### src/rtl/store_buffer_pkg.sv
// store_buffer_pkg: shared state encoding, default geometry and address helper
package store_buffer_pkg;
  localparam int DEPTH_DEF = 4;
  localparam int AW_DEF = 32;
  localparam int DW_DEF = 32;
  typedef enum logic [1:0] {RUN = 2'd0, DRAIN = 2'd1, DUMP = 2'd2} state_t;
  function automatic logic [AW_DEF-3:0] word_idx(input logic [AW_DEF-1:0] addr);
    return addr[AW_DEF-1:2];
  endfunction
endpackage

### src/rtl/store_buffer_if.sv
// store_buffer_if: pipeline store/load handshake plus MainMemory port bundle
interface store_buffer_if
  import store_buffer_pkg::*;
#(
  parameter int AW = AW_DEF,
  parameter int DW = DW_DEF
);
  logic st_valid;
  logic [AW-1:0] st_addr;
  logic [DW-1:0] st_data;
  logic st_ready;
  logic ld_en;
  logic [AW-1:0] ld_addr;
  logic [DW-1:0] ld_data;
  logic ld_fwd;
  logic halt_req;
  logic mem_write_en;
  logic [AW-1:0] mem_write_address;
  logic [DW-1:0] mem_write_data;
  logic mem_read_en;
  logic [AW-1:0] mem_read_address;
  logic [DW-1:0] mem_read_data;
  logic show_en;
  modport master (
    output st_valid, st_addr, st_data, ld_en, ld_addr, halt_req, mem_read_data,
    input  st_ready, ld_data, ld_fwd, mem_write_en, mem_write_address, mem_write_data,
           mem_read_en, mem_read_address, show_en
  );
  modport slave (
    input  st_valid, st_addr, st_data, ld_en, ld_addr, halt_req, mem_read_data,
    output st_ready, ld_data, ld_fwd, mem_write_en, mem_write_address, mem_write_data,
           mem_read_en, mem_read_address, show_en
  );
endinterface

### src/rtl/store_buffer_forward_match.sv
// sb_forward_match: youngest valid entry whose word index equals the load word
module sb_forward_match #(
  parameter int DEPTH = 4,
  parameter int WW = 30
) (
  input  logic [WW-1:0] words [DEPTH],
  input  logic [DEPTH-1:0] valid,
  input  logic [$clog2(DEPTH)-1:0] head,
  input  logic [WW-1:0] ld_word,
  output logic hit,
  output logic [$clog2(DEPTH)-1:0] index
);
  localparam int PW = $clog2(DEPTH);
  logic [PW-1:0] idx;
  // walk oldest to youngest from head so the last match found is the youngest
  always_comb begin
    hit = 1'b0;
    index = '0;
    idx = '0;
    for (int k = 0; k < DEPTH; k++) begin
      idx = head + PW'(k);
      if (valid[idx] && words[idx] == ld_word) begin
        hit = 1'b1;
        index = idx;
      end
    end
  end
endmodule

### src/rtl/store_buffer.sv
// store_buffer: posted-write FIFO with load forwarding and halt/drain/dump sequencing
module store_buffer
  import store_buffer_pkg::*;
#(
  parameter int DEPTH = DEPTH_DEF,
  parameter int AW = AW_DEF,
  parameter int DW = DW_DEF
) (
  input logic clk,
  input logic rst_n,
  store_buffer_if.slave bus
);
  localparam int PW = $clog2(DEPTH);
  localparam int CW = PW + 1;
  logic [AW-3:0] e_word [DEPTH];
  logic [DW-1:0] e_data [DEPTH];
  logic [DEPTH-1:0] valid, set_m, clr_m;
  logic [PW-1:0] head, tail, hit_idx;
  logic [CW-1:0] count;
  state_t state, state_d;
  logic show, full, empty, push, pop, hit;
  assign full = count == CW'(DEPTH);
  assign empty = count == '0;
  assign bus.st_ready = ~full & (state == RUN);
  assign push = bus.st_valid & bus.st_ready;
  assign pop = ~empty & (state != DUMP);
  assign set_m = push ? DEPTH'(1) << tail : '0;
  assign clr_m = pop ? DEPTH'(1) << head : '0;
  assign bus.mem_write_en = pop;
  assign bus.mem_write_address = {e_word[head], 2'b00};
  assign bus.mem_write_data = e_data[head];
  assign bus.show_en = show;
  assign bus.ld_fwd = bus.ld_en & hit;
  assign bus.ld_data = bus.ld_fwd ? e_data[hit_idx] : bus.mem_read_data;
  assign bus.mem_read_en = bus.ld_en & ~hit;
  assign bus.mem_read_address = bus.ld_addr;
  sb_forward_match #(.DEPTH(DEPTH), .WW(AW-2)) u_match (
    .words(e_word),
    .valid(valid),
    .head(head),
    .ld_word(bus.ld_addr[AW-1:2]),
    .hit(hit),
    .index(hit_idx)
  );
  // halt moves to drain; drain finishes into the terminal dump state once empty
  always_comb begin
    state_d = (state == RUN && bus.halt_req) ? DRAIN :
              (state == DRAIN && empty) ? DUMP : state;
  end
  // pointers, occupancy, valid bits and FSM; reset drops any pending stores
  always_ff @(posedge clk or negedge rst_n) begin
    if (!rst_n) begin
      head <= '0;
      tail <= '0;
      count <= '0;
      valid <= '0;
      state <= RUN;
      show <= 1'b0;
    end else begin
      if (push) tail <= tail + PW'(1);
      if (pop) head <= head + PW'(1);
      count <= count + CW'(push) - CW'(pop);
      valid <= (valid & ~clr_m) | set_m;
      state <= state_d;
      show <= state == DUMP;
    end
  end
  // entry payload needs no reset; valid bits qualify it
  always_ff @(posedge clk) begin
    if (push) begin
      e_word[tail] <= bus.st_addr[AW-1:2];
      e_data[tail] <= bus.st_data;
    end
  end
endmodule

### src/flat_wrapper.sv
// flat-port wrapper written by rule: the top's interface ports become plain ports
module store_buffer_flat import store_buffer_pkg::*;
#(
  parameter int DEPTH = DEPTH_DEF,
  parameter int AW = AW_DEF,
  parameter int DW = DW_DEF
)
  (clk, rst_n, bus_st_valid, bus_st_addr, bus_st_data, bus_ld_en, bus_ld_addr, bus_halt_req, bus_mem_read_data, bus_st_ready, bus_ld_data, bus_ld_fwd, bus_mem_write_en, bus_mem_write_address, bus_mem_write_data, bus_mem_read_en, bus_mem_read_address, bus_show_en);
  store_buffer_if #(.AW(AW), .DW(DW)) bus_i ();
  input logic clk;
  input logic rst_n;
  input wire logic [$bits(bus_i.st_valid)-1:0] bus_st_valid;
  input wire logic [$bits(bus_i.st_addr)-1:0] bus_st_addr;
  input wire logic [$bits(bus_i.st_data)-1:0] bus_st_data;
  input wire logic [$bits(bus_i.ld_en)-1:0] bus_ld_en;
  input wire logic [$bits(bus_i.ld_addr)-1:0] bus_ld_addr;
  input wire logic [$bits(bus_i.halt_req)-1:0] bus_halt_req;
  input wire logic [$bits(bus_i.mem_read_data)-1:0] bus_mem_read_data;
  output wire logic [$bits(bus_i.st_ready)-1:0] bus_st_ready;
  output wire logic [$bits(bus_i.ld_data)-1:0] bus_ld_data;
  output wire logic [$bits(bus_i.ld_fwd)-1:0] bus_ld_fwd;
  output wire logic [$bits(bus_i.mem_write_en)-1:0] bus_mem_write_en;
  output wire logic [$bits(bus_i.mem_write_address)-1:0] bus_mem_write_address;
  output wire logic [$bits(bus_i.mem_write_data)-1:0] bus_mem_write_data;
  output wire logic [$bits(bus_i.mem_read_en)-1:0] bus_mem_read_en;
  output wire logic [$bits(bus_i.mem_read_address)-1:0] bus_mem_read_address;
  output wire logic [$bits(bus_i.show_en)-1:0] bus_show_en;
  assign bus_i.st_valid = bus_st_valid;
  assign bus_i.st_addr = bus_st_addr;
  assign bus_i.st_data = bus_st_data;
  assign bus_i.ld_en = bus_ld_en;
  assign bus_i.ld_addr = bus_ld_addr;
  assign bus_i.halt_req = bus_halt_req;
  assign bus_i.mem_read_data = bus_mem_read_data;
  assign bus_st_ready = bus_i.st_ready;
  assign bus_ld_data = bus_i.ld_data;
  assign bus_ld_fwd = bus_i.ld_fwd;
  assign bus_mem_write_en = bus_i.mem_write_en;
  assign bus_mem_write_address = bus_i.mem_write_address;
  assign bus_mem_write_data = bus_i.mem_write_data;
  assign bus_mem_read_en = bus_i.mem_read_en;
  assign bus_mem_read_address = bus_i.mem_read_address;
  assign bus_show_en = bus_i.show_en;
  store_buffer #(.DEPTH(DEPTH), .AW(AW), .DW(DW)) u_core (.clk(clk), .rst_n(rst_n), .bus(bus_i));
endmodule
### config.mk
export PLATFORM = sky130hd
export DESIGN_NAME = store_buffer_flat
export DESIGN_NICKNAME = d
export VERILOG_FILES = /design/src/rtl/store_buffer_pkg.sv /design/src/rtl/store_buffer_if.sv /design/src/rtl/store_buffer_forward_match.sv /design/src/rtl/store_buffer.sv /design/src/flat_wrapper.sv
export SDC_FILE = /design/constraint.sdc
export NUM_CORES = 1
export LEC_CHECK = 0
export CAP_MARGIN = 20
export CORE_MARGIN = 1
export CORE_UTILIZATION = 45
export DETAILED_ROUTE_END_ITERATION = 8
export PLACE_DENSITY = 0.67
export SYNTH_ARGS = -nofsm -noshare
export SYNTH_HDL_FRONTEND = slang
export SYNTH_SLANG_ARGS = --single-unit
export TNS_END_PERCENT = 10
### constraint.sdc
create_clock -name clk -period 9.3 [get_ports clk]
set_input_delay 2.79 -clock clk [delete_from_list [all_inputs] [get_ports clk]]
set_output_delay 2.79 -clock clk [all_outputs]
set_load 0.02 [all_outputs]
==> metrics, run 1 <==
largest net degree at the start of global routing=between 200 and 250; Levels on crit path=14; Async SR Flop Fraction=~5.3%; Final Critical Period=approximately 9300 ps; CP Class=input pin to output pin; CTS Sinks=about 260; setup repair after global routing missed its margin=yes; sequential power share=between 20% and 30%; placer's final routability congestion estimate=just under 1; crit-path most repeated cell=sky130_fd_sc_hd__buf_12; post-synth cell types=between 70 and 80; static leakage=8.38 nW; mapped cell area=about 0.020 sq mm; adder-cell share of the synthesized area=0.733%; length of the first detailed-routing pass in iterations=6; Wirelength per Cell=between 20 and 25 um; net total in the final layout=2132; global-route wire length before repair=roughly 90000 um; share of cells above drive strength 1=between 20% and 30%; post-synth top area cell=sky130_fd_sc_hd__edfxtp_1; Avg Synthesized Cell Area=11.7 sq um; cells taking the most area after synthesis=sky130_fd_sc_hd__edfxtp_1, sky130_fd_sc_hd__mux4_2, sky130_fd_sc_hd__mux2i_1; final design utilization=between 50% and 60%; switching power as a share of total power=a little over 40%; flip-flop and latch count after synthesis=between 200 and 300; port buffer count=between 200 and 300; fraction of post-synthesis cell area in the top cell type by area=37.6%; combined global-route utilization of all metal layers=about a quarter; share of the cycle needed by the critical path after routing=between 90% and 100%; DIE AREA=0.0448 sq mm; number of hold violations in the final report=0; cell count of the worst reg-to-reg path=4; top-level I/O count=~270; Final Instance Count excl. Fillers=2595; half-perimeter wire length after placement=roughly 42000 um; clock tree buffer depth=3; power share of the clock group=17.8%; element type at the critical path start=input pin; Worst VDD drop=0.000300 V; endpoint kind of the worst setup timing path=output pin; die boundary width=212 um; status=complete, no violations; gr ovfl total=0; Hold Crit Depth=1; number of placement rows=between 70 and 80; endpoint required time on the critical path=6510 ps; type of the most critical hold path=flop to flop; clk root buf=sky130_fd_sc_hd__clkbuf_16; Filler Cell Count=~3600; max-slew violation count=0; starting density of the core=about 46%; Via Count=between 15000 and 20000; simple-gate share of the synthesized area=9.54%; final clock skew=17.8 ps; clock tree from TritonCTS=done; net switching power=between 0.002 and 0.003 W; combined area of the multi-input logic cells=roughly 0.011 sq mm; design internal power=0.00395 W; biggest fanout along the worst timing path=11; clock latency reported for the late side of the worst-skew pair=approximately 580 ps; slew margin rel.=between 20 and 30%; instance count after placement with tap cells included=approximately 2500; vias per std cell=about 6.2; number of levels the H-tree was split into=1; total power density per cell area=between 200 and 300 mW/mm^2; sequential share of the synthesized area=about 40%; total detailed-routing wirelength=just over 60000 um; CP max stage delay=about 480 ps; total CTS buffers=30; die extent in y=about 210 um; floorplan core area=0.0433 sq mm; Detail Route Antenna Nets=0; Max Clock Freq=between 100 and 150 MHz; first-iteration detailed-routing DRC count=1483; setup violation total in the final timing report=0; post-synthesis cell count=1699; most used flip-flop cell after synthesis=sky130_fd_sc_hd__edfxtp_1; CTS Hold Buffers Added=0; via count of the first global-routing pass=~16000; Yosys warnings=0; total negative setup slack=0 ps; arrival time at the worst endpoint=about 6500 ps; most common library cell in the layout ignoring fill and taps=sky130_fd_sc_hd__edfxtp_1; antenna violations before repair=0; Bufs and invs on worst path=5; slowest library cell on the worst path=sky130_fd_sc_hd__clkdlybuf4s50_1; critical path cell sequence=clkdlybuf4s50_1 > buf_4 > a22oi_1 > nand2_1 > o31ai_1 > nor4b_4 > nand3_1 > a41oi_2 > o221ai_4 > buf_12 > buf_12 > mux2_4 > a21oi_2 > dlygate4sd2_1; slew of the pin with the lowest slew margin=1070 ps; Post-synth EDFFs=around 250; combinational group share of total power=~62%; DRC=0; cell family with most CP delay=buffers and inverters; multiplexer fraction of the synthesized cell area=between 20% and 30%; dominant combinational cell family by area after synthesis=multiplexers; signed area change from the synthesized netlist to the final layout=25.7%; commonest cells after routing, fill and taps aside=sky130_fd_sc_hd__edfxtp_1, sky130_fd_sc_hd__mux2i_1, sky130_fd_sc_hd__clkdlybuf4s50_1; reported max-cap violation count=0; combined flip-flop and latch cell area=~0.0078 sq mm; antenna cell count=0; area share of xor/xnor cells in the synthesized design=slightly below 5%; clk slew on worst S/H paths=~60 ps; Synth Area in Compound Gates=between 10% and 20%
repair_timing:
item,in CTS,in global routing
pin swaps,3,8
cloned,1,1
endpoints found under the setup margin,33,33
buffers inserted,4,3
gates resized for setup,86,61
worst paths after layout:
check | slack (ps) | start | endpoint
setup / recovery | 10 | bus_ld_addr[29] | bus_ld_data[27]
hold / removal | 500 | u_core.count[2] | u_core.count[2]
setup reg to reg | 6550 | u_core.count[1] | u_core.e_data[3][26]
hold reg to reg | 500 | u_core.count[2] | u_core.count[2]
max in group asynchronous | 6190 | rst_n | u_core.head[0]
min in group asynchronous | 2620 | rst_n | u_core.count[1]
layer usage:
metal,GRT usage (%),part of all wire [%],up-vias
li1,-,-,7179
met1,34.1,40,8032
met2,46.3,50,686
met3,3.04,6.8,85
met4,8.35,2.7,0
met5,0,0,-
per-stage QoR:
| step | worst slack [ps] | instance area [sq um] | power, W | hold WS, ps |
|---|---|---|---|---|
| floorplan | 462 | 19800 | 0.00407 | 450 |
| global placement | -349 | 23800 | 0.00536 | 467 |
| detailed placement | -384 | 23800 | 0.00542 | 476 |
| CTS | 0.621 | 24900 | 0.00662 | 503 |
| global route | -95.5 | 24900 | 0.00691 | 522 |
| finish | 9.71 | 24900 | 0.00662 | 504 |
cells by family after synthesis:
family | Yosys count
xor gates and xnor gates | 112
muxes | 382
buffers and inverters | 211
DFF | 262
and+or+nand+nor | 389
AOI/OAI and AO/OA | 331
adders and majority gates | 11
other | 1
synth_stat cells (4+ instances only):
| cell type | instances |
|---|---|
| sky130_fd_sc_hd__edfxtp_1 | 248 |
| sky130_fd_sc_hd__mux2i_1 | 226 |
| sky130_fd_sc_hd__nand2_1 | 158 |
| sky130_fd_sc_hd__o211ai_1 | 132 |
| sky130_fd_sc_hd__mux4_2 | 110 |
| sky130_fd_sc_hd__clkbuf_1 | 97 |
| sky130_fd_sc_hd__xnor2_1 | 96 |
| sky130_fd_sc_hd__a21oi_1 | 78 |
| sky130_fd_sc_hd__nor3_1 | 71 |
| sky130_fd_sc_hd__nor2_1 | 50 |
| sky130_fd_sc_hd__buf_4 | 42 |
| sky130_fd_sc_hd__a21oi_2 | 30 |
| sky130_fd_sc_hd__mux2_4 | 30 |
| sky130_fd_sc_hd__buf_6 | 24 |
| sky130_fd_sc_hd__nand4_1 | 24 |
| sky130_fd_sc_hd__buf_2 | 19 |
| sky130_fd_sc_hd__nand3_1 | 18 |
| sky130_fd_sc_hd__inv_1 | 16 |
| sky130_fd_sc_hd__xor2_1 | 16 |
| sky130_fd_sc_hd__dfrtp_1 | 14 |
| sky130_fd_sc_hd__nand2b_1 | 14 |
| sky130_fd_sc_hd__o21ai_0 | 13 |
| sky130_fd_sc_hd__ha_1 | 10 |
| sky130_fd_sc_hd__mux2_2 | 10 |
| sky130_fd_sc_hd__buf_1 | 9 |
| sky130_fd_sc_hd__a2111oi_0 | 8 |
| sky130_fd_sc_hd__a221oi_1 | 8 |
| sky130_fd_sc_hd__and3_1 | 8 |
| sky130_fd_sc_hd__o22ai_1 | 8 |
| sky130_fd_sc_hd__and2_1 | 7 |
| sky130_fd_sc_hd__o32ai_1 | 7 |
| sky130_fd_sc_hd__a21o_1 | 6 |
| sky130_fd_sc_hd__mux4_1 | 5 |
| sky130_fd_sc_hd__a211oi_1 | 4 |
| sky130_fd_sc_hd__a22oi_1 | 4 |
| sky130_fd_sc_hd__a31oi_1 | 4 |
| sky130_fd_sc_hd__nor2b_1 | 4 |
| sky130_fd_sc_hd__nor4b_1 | 4 |
| sky130_fd_sc_hd__o2bb2ai_1 | 4 |
area by class of cell:
class	instances	share of cell area, %
Clock buffer	40	3.29
Clock inverter	14	0.648
Inverter	18	0.292
Multi-Input combinational cell	1227	44.3
Sequential cell	262	31.4
Tap cell	585	2.94
Timing Repair Buffer	449	17.1
flip-flops by register name (all words and copies together), names as in the netlist:
signal              cells
u_core.bus.show_en      1
u_core.count            3
u_core.e_data         128
u_core.e_word         120
u_core.head             2
u_core.state            2
u_core.tail             2
u_core.valid            4
power by group through the flow:
stage	Sequential [W]	Combinational (W)	Clock, W
floorplan	0.00136	0.00272	0
global placement	0.00136	0.00400	0
detailed placement	0.00136	0.00406	0
CTS	0.00134	0.00408	0.00120
global route	0.00134	0.00434	0.00123
finish	0.00134	0.00410	0.00118
(Power assumes the default switching activity.)
==> inputs of run 2 (changes only) <==
--- a/config.mk
+++ b/config.mk
@@ -9,7 +9,7 @@
 export CORE_MARGIN = 1
 export CORE_UTILIZATION = 45
 export DETAILED_ROUTE_END_ITERATION = 8
-export PLACE_DENSITY = 0.67
+export PLACE_DENSITY = 0.69
 export SYNTH_ARGS = -nofsm -noshare
 export SYNTH_HDL_FRONTEND = slang
 export SYNTH_SLANG_ARGS = --single-unit
==> constraint.sdc (replaced) <==
create_clock -name clk -period 10.83 [get_ports clk]
set_input_delay 3.249 -clock clk [delete_from_list [all_inputs] [get_ports clk]]
set_output_delay 3.249 -clock clk [all_outputs]
set_load 0.02 [all_outputs]
==> run 2 against run 1 <==
Via count shrank 3.1%. Non-clock buffer count shrank 108. Final cell count decreased by 4.2%. Global-route usage fell by 0.19 points. Utilization is 2.3 points lower. Die area stayed put. Routed wire length fell by 2.6%. First-iteration DRC count shrank 20%. Total power shrank 19%. Sequential share of layout area increased by 1.3 points. Cell area shrank 4.0%. Largest cell class unchanged. Largest power group unchanged.
==> metrics, run 2 (same netlist as run 1, synthesis figures left out) <==
status=complete, no violations; antenna violations before repair=2; CP Class=input pin to output pin; endpoint of the most critical register-to-register path=u_core.e_data[3][26]; number of hold violations in the final report=0; slew of the pin with the lowest slew margin=1050 ps; largest net degree at the start of global routing=129; share of cells above drive strength 1=17.3%; max-slew violation count=0; hold slack final=484 ps; total negative setup slack=0 ps; net switching power=approximately 0.0022 W; half-perimeter wire length after placement=roughly 42000 um; clock tree from TritonCTS=done; via count of the first global-routing pass=roughly 15000; die boundary width=approximately 210 um; floorplan core area=approximately 0.043 sq mm; setup repair after global routing missed its margin=no; DRC=0; flip-flop count of the largest register, all copies and words added=around 130; reg-to-reg startpoint=u_core.count[1]; reg2reg setup slack=around 8000 ps; registers with the highest flip-flop counts=u_core.e_data: 128 flops, u_core.e_word: 120 flops, u_core.valid: 4 flops; top-level I/O count=about 270; type of the most critical hold path=flop to flop; switching power as a share of total power=between 40% and 50%; Wirelength per Cell=around 24 um; clock latency reported for the late side of the worst-skew pair=570 ps; placer's final routability congestion estimate=a little over 0.9; signed area change from the synthesized netlist to the final layout=20.7%; critical path cell sequence=clkdlybuf4s50_1 > buf_4 > xnor2_1 > o32ai_1 > nand2_1 > nor4b_2 > nand3_1 > a41oi_1 > o221ai_4 > buf_12 > buf_12 > mux2_4 > a21oi_2 > clkdlybuf4s50_1; sequential power share=approximately 22%; vias per std cell=6.23; Placement Cell Area=0.0230 sq mm; combined global-route utilization of all metal layers=around a quarter; CP max stage delay=~760 ps; total power density per cell area=roughly 220 mW/mm^2; endpoint kind of the worst setup timing path=output pin; worst setup path startpoint=bus_ld_addr[3]; net total in the final layout=2022; cell count of the worst reg-to-reg path=4; Max Clock Freq=93.4 MHz; design internal power=0.00312 W; total CTS buffers=28; clk root buf=sky130_fd_sc_hd__clkbuf_16; most common library cell in the layout ignoring fill and taps=sky130_fd_sc_hd__clkdlybuf4s50_1; gr ovfl total=0; die extent in y=about 210 um; arrival time at the worst endpoint=around 7500 ps; Via Count=~15000; number of placement rows=76; area of all placed cells without fillers=between 0.02 and 0.025 sq mm; clk slew on worst S/H paths=~60 ps; length of the first detailed-routing pass in iterations=6; DIE AREA=approximately 0.045 sq mm; starting density of the core=between 40% and 50%; Detail Route Antenna Nets=0; global-route wire length before repair=~90000 um; Top reg by flops=u_core.e_data; endpoint required time on the critical path=approximately 7600 ps; static leakage=7.76 nW; slowest library cell on the worst path=sky130_fd_sc_hd__clkdlybuf4s50_1; Worst VDD drop=0.000164 V; power share of the clock group=around 17%; combinational group share of total power=around three fifths; biggest fanout along the worst timing path=15; final clock skew=around 5.8 ps; reported max-cap violation count=0; CTS Sinks=about 260; setup violation total in the final timing report=0; end point of the critical path=bus_ld_data[18]; port buffer count=between 200 and 300; first-iteration detailed-routing DRC count=around 1200; total detailed-routing wirelength=approximately 60000 um; commonest cells after routing, fill and taps aside=sky130_fd_sc_hd__clkdlybuf4s50_1, sky130_fd_sc_hd__edfxtp_1, sky130_fd_sc_hd__mux2i_1; number of levels the H-tree was split into=1; share of the cycle needed by the critical path after routing=98.8%; clock tree buffer depth=3; Final Critical Period=roughly 11000 ps; element type at the critical path start=input pin; slew margin rel.=slightly below 30%; Hold Crit Start=u_core.state[1]
==> run 2: cell count changes in the layout (fill, tap and decap cells not counted), sizes merged, moves of 2 or more <==
cell,change
clkbuf,-21
clkdlybuf4s50,+30
dlymetal6s2s,+3
buf,-123
dlygate4sd2,-2
clkinv,+6
==> run 2: worst min path at each step <==
stage                           end  slack (ps)  cells after the start
floorplan           u_core.state[1]         450                      1
global placement    u_core.state[1]         470                      1
detailed placement  u_core.state[1]         470                      1
CTS                 u_core.state[1]         490                      1
global route        u_core.state[1]         500                      1
finish              u_core.state[1]         480                      1
==> run 2: stage by stage <==
| stage | power, W | std cells | utilization (%) | worst slack [ps] |
|---|---|---|---|---|
| 3_3_place_gp | 0.00436 | 2431 | 53.0 | 148 |
| 4_1_cts | 0.00534 | 2483 | 55.1 | 66.7 |
| 5_1_grt | 0.00560 | 2485 | 55.2 | 5.54 |
| 3_5_place_dp | 0.00440 | 2432 | 53.1 | 76.1 |
| 6_report | 0.00534 | 2485 | 55.2 | 125 |
| 2_1_floorplan | 0.00350 | 1700 | - | 1260 |
==> run 2: power groups by stage <==
stage               combinational (W)  sequential (W)  clock (W)
detailed placement            0.00319         0.00121          0
global placement              0.00315         0.00121          0
CTS                           0.00320         0.00119   0.000947
global route                  0.00342         0.00120   0.000982
floorplan                     0.00233         0.00117          0
finish                        0.00322         0.00119   0.000926
==> run 2: critical path: cells and delay by family <==
kind	cells	cell delay, ps
AND/OR/NAND/NOR	3	740
buffers and inverters	5	1950
AO/OA/AOI/OAI	4	1090
XOR/XNOR	1	100
multiplexers	1	320
==> run 2: cell type report <==
cell class / instances / area (sq um)
clock buffers: 34 / 744
inverters: 18 / 72.6
repair buffers: 341 / 3470
well taps: 585 / 732
clock inverters: 17 / 125
multi-input cells: 1227 / 10900
diodes: 1 / 2.50
fillers: 3607 / 19400
flip-flops and latches: 262 / 7800
==> run 2: layer usage <==
| layer | part of all wire, % | GRT usage, % |
|---|---|---|
| met1 | 40 | 33.3 |
| met2 | 51 | 46.4 |
| met5 | 0.027 | 0 |
| met3 | 6.0 | 3.04 |
| met4 | 3.0 | 8.75 |
==> run 2: timing repair <==
action | 4_1_cts | 5_1_grt
endpoints found under the setup margin | 0 | 30
hold buffers | 0 | 0
hold endpoints to repair | 0 | 0
resized for setup | 0 | 9
buffers inserted | 0 | 0
==> inputs of run 3 (changes only) <==
--- a/config.mk
+++ b/config.mk
@@ -8,6 +8,7 @@
 export CAP_MARGIN = 20
 export CORE_MARGIN = 1
 export CORE_UTILIZATION = 45
+export CTS_CLUSTER_SIZE = 24
 export DETAILED_ROUTE_END_ITERATION = 8
 export PLACE_DENSITY = 0.69
 export SYNTH_ARGS = -nofsm -noshare
==> results of run 3 <==
Same layout as run 2: the final DEF is identical, and so are final timing and power.
